--- config.mk ---
export PLATFORM = sky130hd
export DESIGN_NAME = fp_wb_scheduler
export DESIGN_NICKNAME = d
export VERILOG_FILES = /design/src/rtl/fp_wb_scheduler.sv
export SDC_FILE = /design/constraint.sdc
export NUM_CORES = 1
export LEC_CHECK = 0
export CORE_AREA = 4 4 138 140
export CTS_CLUSTER_DIAMETER = 60
export DETAILED_ROUTE_END_ITERATION = 16
export DIE_AREA = 0 0 142 144
export GPL_ROUTABILITY_DRIVEN = 0
export PLACE_DENSITY = 0.77
export SETUP_SLACK_MARGIN = 0.02
export SYNTH_ARGS = -nofsm -noshare
export SYNTH_HDL_FRONTEND = slang
export SYNTH_SLANG_ARGS = --single-unit
--- constraint.sdc ---
create_clock -name clk -period 3.8 [get_ports clk]
set_clock_uncertainty 0.15 [all_clocks]
set_input_delay 0.57 -clock clk [delete_from_list [all_inputs] [get_ports clk]]
set_output_delay 0.57 -clock clk [all_outputs]
set_load 0.03 [all_outputs]
--- src/rtl/fp_wb_scheduler.sv ---
// Shared FP writeback port arbiter: one buffered result per producer (LOAD, MOV, CVT),
// one registered grant per cycle. Optional macro FP_WB_X0_FILTER_EN suppresses INT x0 writes.
module fp_wb_scheduler #(
  parameter int DATA_W    = 32,
  parameter int RD_W      = 5,
  parameter int PRIO_MODE = 0
) (
  input  logic              clk,
  input  logic              rst_n,
  input  logic              ld_valid,
  input  logic              mov_valid,
  input  logic              cvt_valid,
  output logic              ld_ready,
  output logic              mov_ready,
  output logic              cvt_ready,
  input  logic [DATA_W-1:0] ld_data,
  input  logic [DATA_W-1:0] mov_data,
  input  logic [DATA_W-1:0] cvt_data,
  input  logic [RD_W-1:0]   ld_rd,
  input  logic [RD_W-1:0]   mov_rd,
  input  logic [RD_W-1:0]   cvt_rd,
  input  logic              ld_int,
  input  logic              mov_int,
  input  logic              cvt_int,
  input  logic              wb_hold,
  output logic [1:0]        wb_sel,
  output logic [DATA_W-1:0] wb_data,
  output logic [RD_W-1:0]   wb_rd,
  output logic              wb_fp_en,
  output logic              wb_int_en
);

  localparam int N = 3;

  logic [N-1:0]      in_valid, in_int, ready, accept, grant;
  logic [DATA_W-1:0] in_data [N];
  logic [RD_W-1:0]   in_rd [N];

  logic [N-1:0]      buf_v_reg, buf_int_reg;
  logic [DATA_W-1:0] buf_data_reg [N];
  logic [RD_W-1:0]   buf_rd_reg [N];
  logic [1:0]        last_reg;
  logic              ready_en_reg;

  logic [1:0]        start, cand, win;
  logic              any_grant, x0_drop;

  logic [1:0]        wb_sel_reg;
  logic [DATA_W-1:0] wb_data_reg;
  logic [RD_W-1:0]   wb_rd_reg;
  logic              wb_fp_en_reg, wb_int_en_reg;

  assign in_valid   = {cvt_valid, mov_valid, ld_valid};
  assign in_int     = {cvt_int, mov_int, ld_int};
  assign in_data[0] = ld_data;
  assign in_data[1] = mov_data;
  assign in_data[2] = cvt_data;
  assign in_rd[0]   = ld_rd;
  assign in_rd[1]   = mov_rd;
  assign in_rd[2]   = cvt_rd;
  assign {cvt_ready, mov_ready, ld_ready} = ready;

  function automatic logic [1:0] wrap3(input logic [2:0] s);
    return (s >= 3'd3) ? 2'(s - 3'd3) : s[1:0];
  endfunction

  // Walk the search order backwards so the first occupied slot in order wins.
  always_comb begin
    start = (PRIO_MODE == 1) ? 2'd0 : wrap3({1'b0, last_reg} + 3'd1);
    win   = start;
    cand  = 2'd0;
    for (int k = N - 1; k >= 0; k--) begin
      cand = wrap3({1'b0, start} + 3'(k));
      if (buf_v_reg[cand]) win = cand;
    end
    any_grant = (|buf_v_reg) & ~wb_hold;
    grant     = '0;
    if (any_grant) grant[win] = 1'b1;
  end

  // ready_en_reg keeps readys low until the first edge after reset release.
  genvar gi;
  generate
    for (gi = 0; gi < N; gi++) begin : g_port
      assign ready[gi]  = ready_en_reg & (~buf_v_reg[gi] | grant[gi]);
      assign accept[gi] = in_valid[gi] & ready[gi];
    end
  endgenerate

`ifdef FP_WB_X0_FILTER_EN
  assign x0_drop = (buf_rd_reg[win] == '0);
`else
  assign x0_drop = 1'b0;
`endif

  always_ff @(posedge clk or negedge rst_n) begin
    if (!rst_n) begin
      ready_en_reg <= 1'b0;
      buf_v_reg    <= '0;
      buf_int_reg  <= '0;
      last_reg     <= 2'd2;
      for (int i = 0; i < N; i++) begin
        buf_data_reg[i] <= '0;
        buf_rd_reg[i]   <= '0;
      end
    end else begin
      ready_en_reg <= 1'b1;
      if (any_grant) last_reg <= win;
      for (int i = 0; i < N; i++) begin
        if (accept[i]) begin
          buf_v_reg[i]    <= 1'b1;
          buf_data_reg[i] <= in_data[i];
          buf_rd_reg[i]   <= in_rd[i];
          buf_int_reg[i]  <= in_int[i];
        end else if (grant[i]) begin
          buf_v_reg[i] <= 1'b0;
        end
      end
    end
  end

  always_ff @(posedge clk or negedge rst_n) begin
    if (!rst_n) begin
      wb_sel_reg    <= 2'b00;
      wb_data_reg   <= '0;
      wb_rd_reg     <= '0;
      wb_fp_en_reg  <= 1'b0;
      wb_int_en_reg <= 1'b0;
    end else begin
      wb_fp_en_reg  <= any_grant & ~buf_int_reg[win];
      wb_int_en_reg <= any_grant & buf_int_reg[win] & ~x0_drop;
      if (any_grant) begin
        wb_sel_reg  <= win;
        wb_data_reg <= buf_data_reg[win];
        wb_rd_reg   <= buf_rd_reg[win];
      end
    end
  end

  assign wb_sel    = wb_sel_reg;
  assign wb_data   = wb_data_reg;
  assign wb_rd     = wb_rd_reg;
  assign wb_fp_en  = wb_fp_en_reg;
  assign wb_int_en = wb_int_en_reg;

endmodule

======== Word level (Yosys, flattened, before mapping) ========
Cells that the tools add are included.
word-level totals
  flip-flop bits (word level) ............. 161
  output and inout bits ................... 44
  logic and storage cells ................. 89
cells by class
  $add $sub $neg .......................... 7
  $lt $le $gt $ge ......................... 10
  mux-type cells .......................... 30
  bitwise logic cells ..................... 18
  reduce and logical (&&, ||, !) cells .... 5
operator list
  kind                   number
  $bmux W32 S2           1
  $mux W32               2
  $mux W2                7
  $lt A2 B3 Y1 const B   4
  $mux W1                11
  $bmux W5 S2            1
  $mux W5                2
  $and A1 B1 Y1          9
  $ge A3 B2 Y1 const B   3
  $bmux W1 S2            4
  $sub A2 B2 Y2 const B  4
  $add A2 B1 Y3 const B  2
  $reduce_bool A2 Y1     3
  $not A1 Y1             5
  $add A2 B2 Y3 const B  1
  $ge A3 B3 Y1 const B   1
  $mux W3                1
  $not A2 Y3             1
  $or A1 B1 Y1           3
  $reduce_or A3 Y1       1
  $demux W1 S2           1
  $ge A2 B1 Y1 const B   1
  $ge A2 B2 Y1 const B   1
  $logic_and A1 B1 Y1    1

======== Depth between registers and ports, before layout ========
  depth after elaboration ................. 20
  depth in mapped cells ................... 12

======== Least setup slack after synthesis ========
No wires, ideal clock.
  path type ............................... register to output
  from .................................... register last_reg[1]
  to ...................................... output port mov_ready
  arrival time ............................ 2.990 ns
  required time ........................... 3.080 ns
  path slack .............................. 0.090 ns
  cell stages (with the launch flop) ...... 12
  path buffers ............................ 3
  cell sequence ........................... dfstp_2 > inv_1 > ha_1 > buf_6 > mux2_2 > mux2i_1 > and4_1 > or4_1 > buf_2 > clkbuf_1 > nand3_1 > a21boi_0
on the way
  longest elaborated chain between the ends .. 18
RTL lines
  item                                                                line  source
  from (decl)                                                         42    logic [1:0] last_reg;
  from (signal assigned)                                              108   if (any_grant) last_reg <= win;
  $add A2 B1 Y3 (*)                                                   69    start = (PRIO_MODE == 1) ? 2'd0 : wrap3({1'b0, last_reg} + 3'd1);
  $ge A3 B2 Y1 or $sub A2 B2 Y2 (tied branches)                       64    return (s >= 3'd3) ? 2'(s - 3'd3) : s[1:0];
  $mux W2 (*)                                                         64
  $add A2 B2 Y3                                                       73    cand = wrap3({1'b0, start} + 3'(k));
  $ge A3 B2 Y1 or $sub A2 B2 Y2 (tied branches)                       64
  $mux W2                                                             64
  $bmux W1 S2                                                         74    if (buf_v_reg[cand]) win = cand;
  $mux W1 (not written as such)                                       74
  $mux W2 (2 in a row)                                                74
  $mux W2 (*)                                                         74
  $lt A2 B3 Y1 (not written as such) or $ge A2 B1 Y1 (tied branches)  78    if (any_grant) grant[win] = 1'b1;
  $logic_and A1 B1 Y1 (not written as such)                           78
  $mux W1 (not written as such)                                       78
  $demux W1 S2 (*)                                                    78
  $mux W3 (*)                                                         78
  $or A1 B1 Y1 (*)                                                    85    assign ready[gi] = ready_en_reg & (~buf_v_reg[gi] | grant[gi]);
  $and A1 B1 Y1 (*)                                                   85
  to (decl)                                                           14    output logic mov_ready,
Every way passes the cells marked *; elsewhere a longest branch is shown, timed or not. The select of a mux whose other input is x is not followed.

======== Final worst setup path ========
Same ends and word-level chain as after synthesis.

==> out/qor.csv <==
metric,value,unit
path_class,reg -> out,
drv_slew,0,
crit_cells,9,
drive_gt1_frac,0.251,
vdd_ir_drop_max,700,uV
die_h,144,um
worst_pin_slew,1.00,ns
syn_inst,539,
routedWlPerCell,19.5,um
maxCapViolations,0,
syn_to_final_growth,35.7,%
avgViaCountPerCell,5.27,
p_seq_frac,0.334,
pwr-share-clk,0.181,
core-area,17800,um2
die_w,142,um
ys_ff_latch,160,
reg2reg_from,last_reg[1],
critical_path_required,3.08,ns
synth_cell_types,47,
hpwlAfterDp,12400,um
antenna_found_initial,0,
synth_area_leader_cell,dfrtp_1,
combPwrFrac,0.486,
syn_nets,663,
cts_root_buf,clkbuf_16,
slowest_stage,or4_4,
path_clk_slew,0.06,ns
switching_share,0.385,
largest_reg_flops,96,
holdWs,0.111,ns
endpoint_kind,output port,
fmax,273,MHz
syn_area,7020,um2
route.detailed.drc,0,
rows,49,
synth_top_area_share,0.567,
outcome,"finished, final reports clean",
port_buffers,163,
crit_family,simple AND/OR/NAND/NOR gates,
rsz0062_at_grt,false,
relSlewSlack,0.331,
cts_setup_buffers,0,
initial_core_util,0.394,
power.internal,0.00575,W
worstPathMaxFanout,3,
setup_viol,0,
wl,18300,um
slowest_delay,0.56,ns
path_cells,"inv_1, ha_1, or3b_1, a21o_1, and3_1, or4_4, nand3_2, a21boi_1, buf_4",
h-tree-depth,4,
synth-main-ff-cell,dfrtp_1,
worstSetupStartpointType,flip-flop,
synth-edff-count,0,
dieArea,20400,um2
min_period_over_period,0.963,
layout_common_cells,"dfrtp_1 (159), clkdlybuf4s50_1 (159), mux2_2 (96)",
vias,4939,
hold_viol_final,0,
hold_buffers,0,
cts_inserted_buffers,17,
crit_path_start,last_reg[1],
p_sw,0.00360,W
synth_area_leaders,"dfrtp_1 (57%), mux2_2 (15%), mux2i_1 (5.8%)",
syn_area_per_cell,13.0,um2
fin_util,0.534,
fin_crit,3.66,ns
cp.arrival,2.94,ns
clk_latency,0.41,ns
grt_overflow,0,
num-fill-cells,1453,
yosys_warnings,0,
drt_iter0_markers,362,
grt_pass1_wl,29000,um
fin_nets,819,
seq_area_frac_synth,0.570,
r2r_end,buf_rd_reg[6],
grt_usage,0.181,
async_flop_share,1.00,
antenna_cells,0,
reg2reg_slack,0.17,ns
ant_nets,0,
grt_max_degree,111,
cts_tree,done,
r2r_cells,10,
drt_first_pass_iters,4,
io_pins,164,
cts_num_sinks,160,
leakage,4.08,nW
crit_buf_inv,2,
hold_class,in -> async,
grt_pass1_vias,5475,
clock_path_buffers,2,
power.density,981,nW/um2
cells by family after synthesis:
logic type,share of synthesized area
flops,0.570
buf+inv,0.0346
fa+ha+maj,0.00713
other cells,0.000534
mux,0.254
simple gates,0.0492
compound gates,0.0843
cell usage after synthesis, types with 2 or more instances:
| library cell | count |
|---|---|
| mux2i_1 | 41 |
| and4_1 | 2 |
| nand2_1 | 11 |
| and2_1 | 3 |
| buf_1 | 5 |
| o21ai_0 | 4 |
| buf_6 | 2 |
| a21oi_1 | 39 |
| buf_2 | 9 |
| mux2_4 | 18 |
| clkbuf_1 | 18 |
| a21o_1 | 2 |
| nor2b_1 | 3 |
| mux2_1 | 2 |
| dfrtp_1 | 159 |
| inv_1 | 5 |
| a21boi_0 | 2 |
| mux2_2 | 96 |
| o211ai_1 | 2 |
| nor2_1 | 43 |
| o22ai_1 | 38 |
| buf_4 | 4 |
| ha_1 | 4 |
| buf_12 | 2 |
| nor3_1 | 3 |
area by class of cell:
cell class / instances / area, um2 / area share
Clock inverter: 15 / 159 / 0.0167
Multi-Input combinational cell: 334 / 2840 / 0.298
Clock buffer: 17 / 425 / 0.0446
Tap cell: 229 / 287 / 0.0301
Inverter: 5 / 18.8 / 0.00197
Sequential cell: 160 / 4010 / 0.420
Timing Repair Buffer: 177 / 1790 / 0.188
through the flow:
stage | setup TNS, ns | cells | worst slack [ns] | cell area [um2] | power (W)
after global placement | 0 | 905 | 0.0214 | 8920 | 0.00740
final | 0 | 937 | 0.141 | 9530 | 0.00935
after detailed placement | -1.35 | 905 | -0.0700 | 8920 | 0.00763
after global routing | 0 | 937 | 0.0343 | 9530 | 0.00991
after CTS | -2.00 | 937 | -0.155 | 9520 | 0.00937
after floorplan | 0 | 539 | 0.0897 | 7020 | 0.00615
power by group through the flow:
stage / clock network (W) / registers (W) / logic [W]
2_1_floorplan: 0 / 0.00339 / 0.00276
3_3_place_gp: 0 / 0.00308 / 0.00433
3_5_place_dp: 0 / 0.00313 / 0.00450
4_1_cts: 0.00173 / 0.00312 / 0.00452
5_1_grt: 0.00181 / 0.00323 / 0.00488
6_report: 0.00169 / 0.00312 / 0.00454
what timing repair did:
action                                 CTS  global route
endpoints found under the hold margin    0             0
gates resized for setup                  8            11
setup endpoints to repair               40            41
worst max-delay path by stage:
stage and end:
2_1_floorplan mov_ready, 3_3_place_gp buf_rd_reg[9], 3_5_place_dp buf_rd_reg[6], 4_1_cts mov_ready
5_1_grt mov_ready, 6_report mov_ready
routing by layer:
| layer | global-route usage | part of all wire | vias to the layer above |
|---|---|---|---|
| met5 | 0 | 0 | - |
| met4 | 0.0475 | 0.014 | 0 |
| met3 | 0.0470 | 0.058 | 23 |
| met2 | 0.305 | 0.50 | 160 |
| met1 | 0.233 | 0.42 | 2492 |
| li1 | - | - | 2264 |
(Power assumes the default switching activity.)
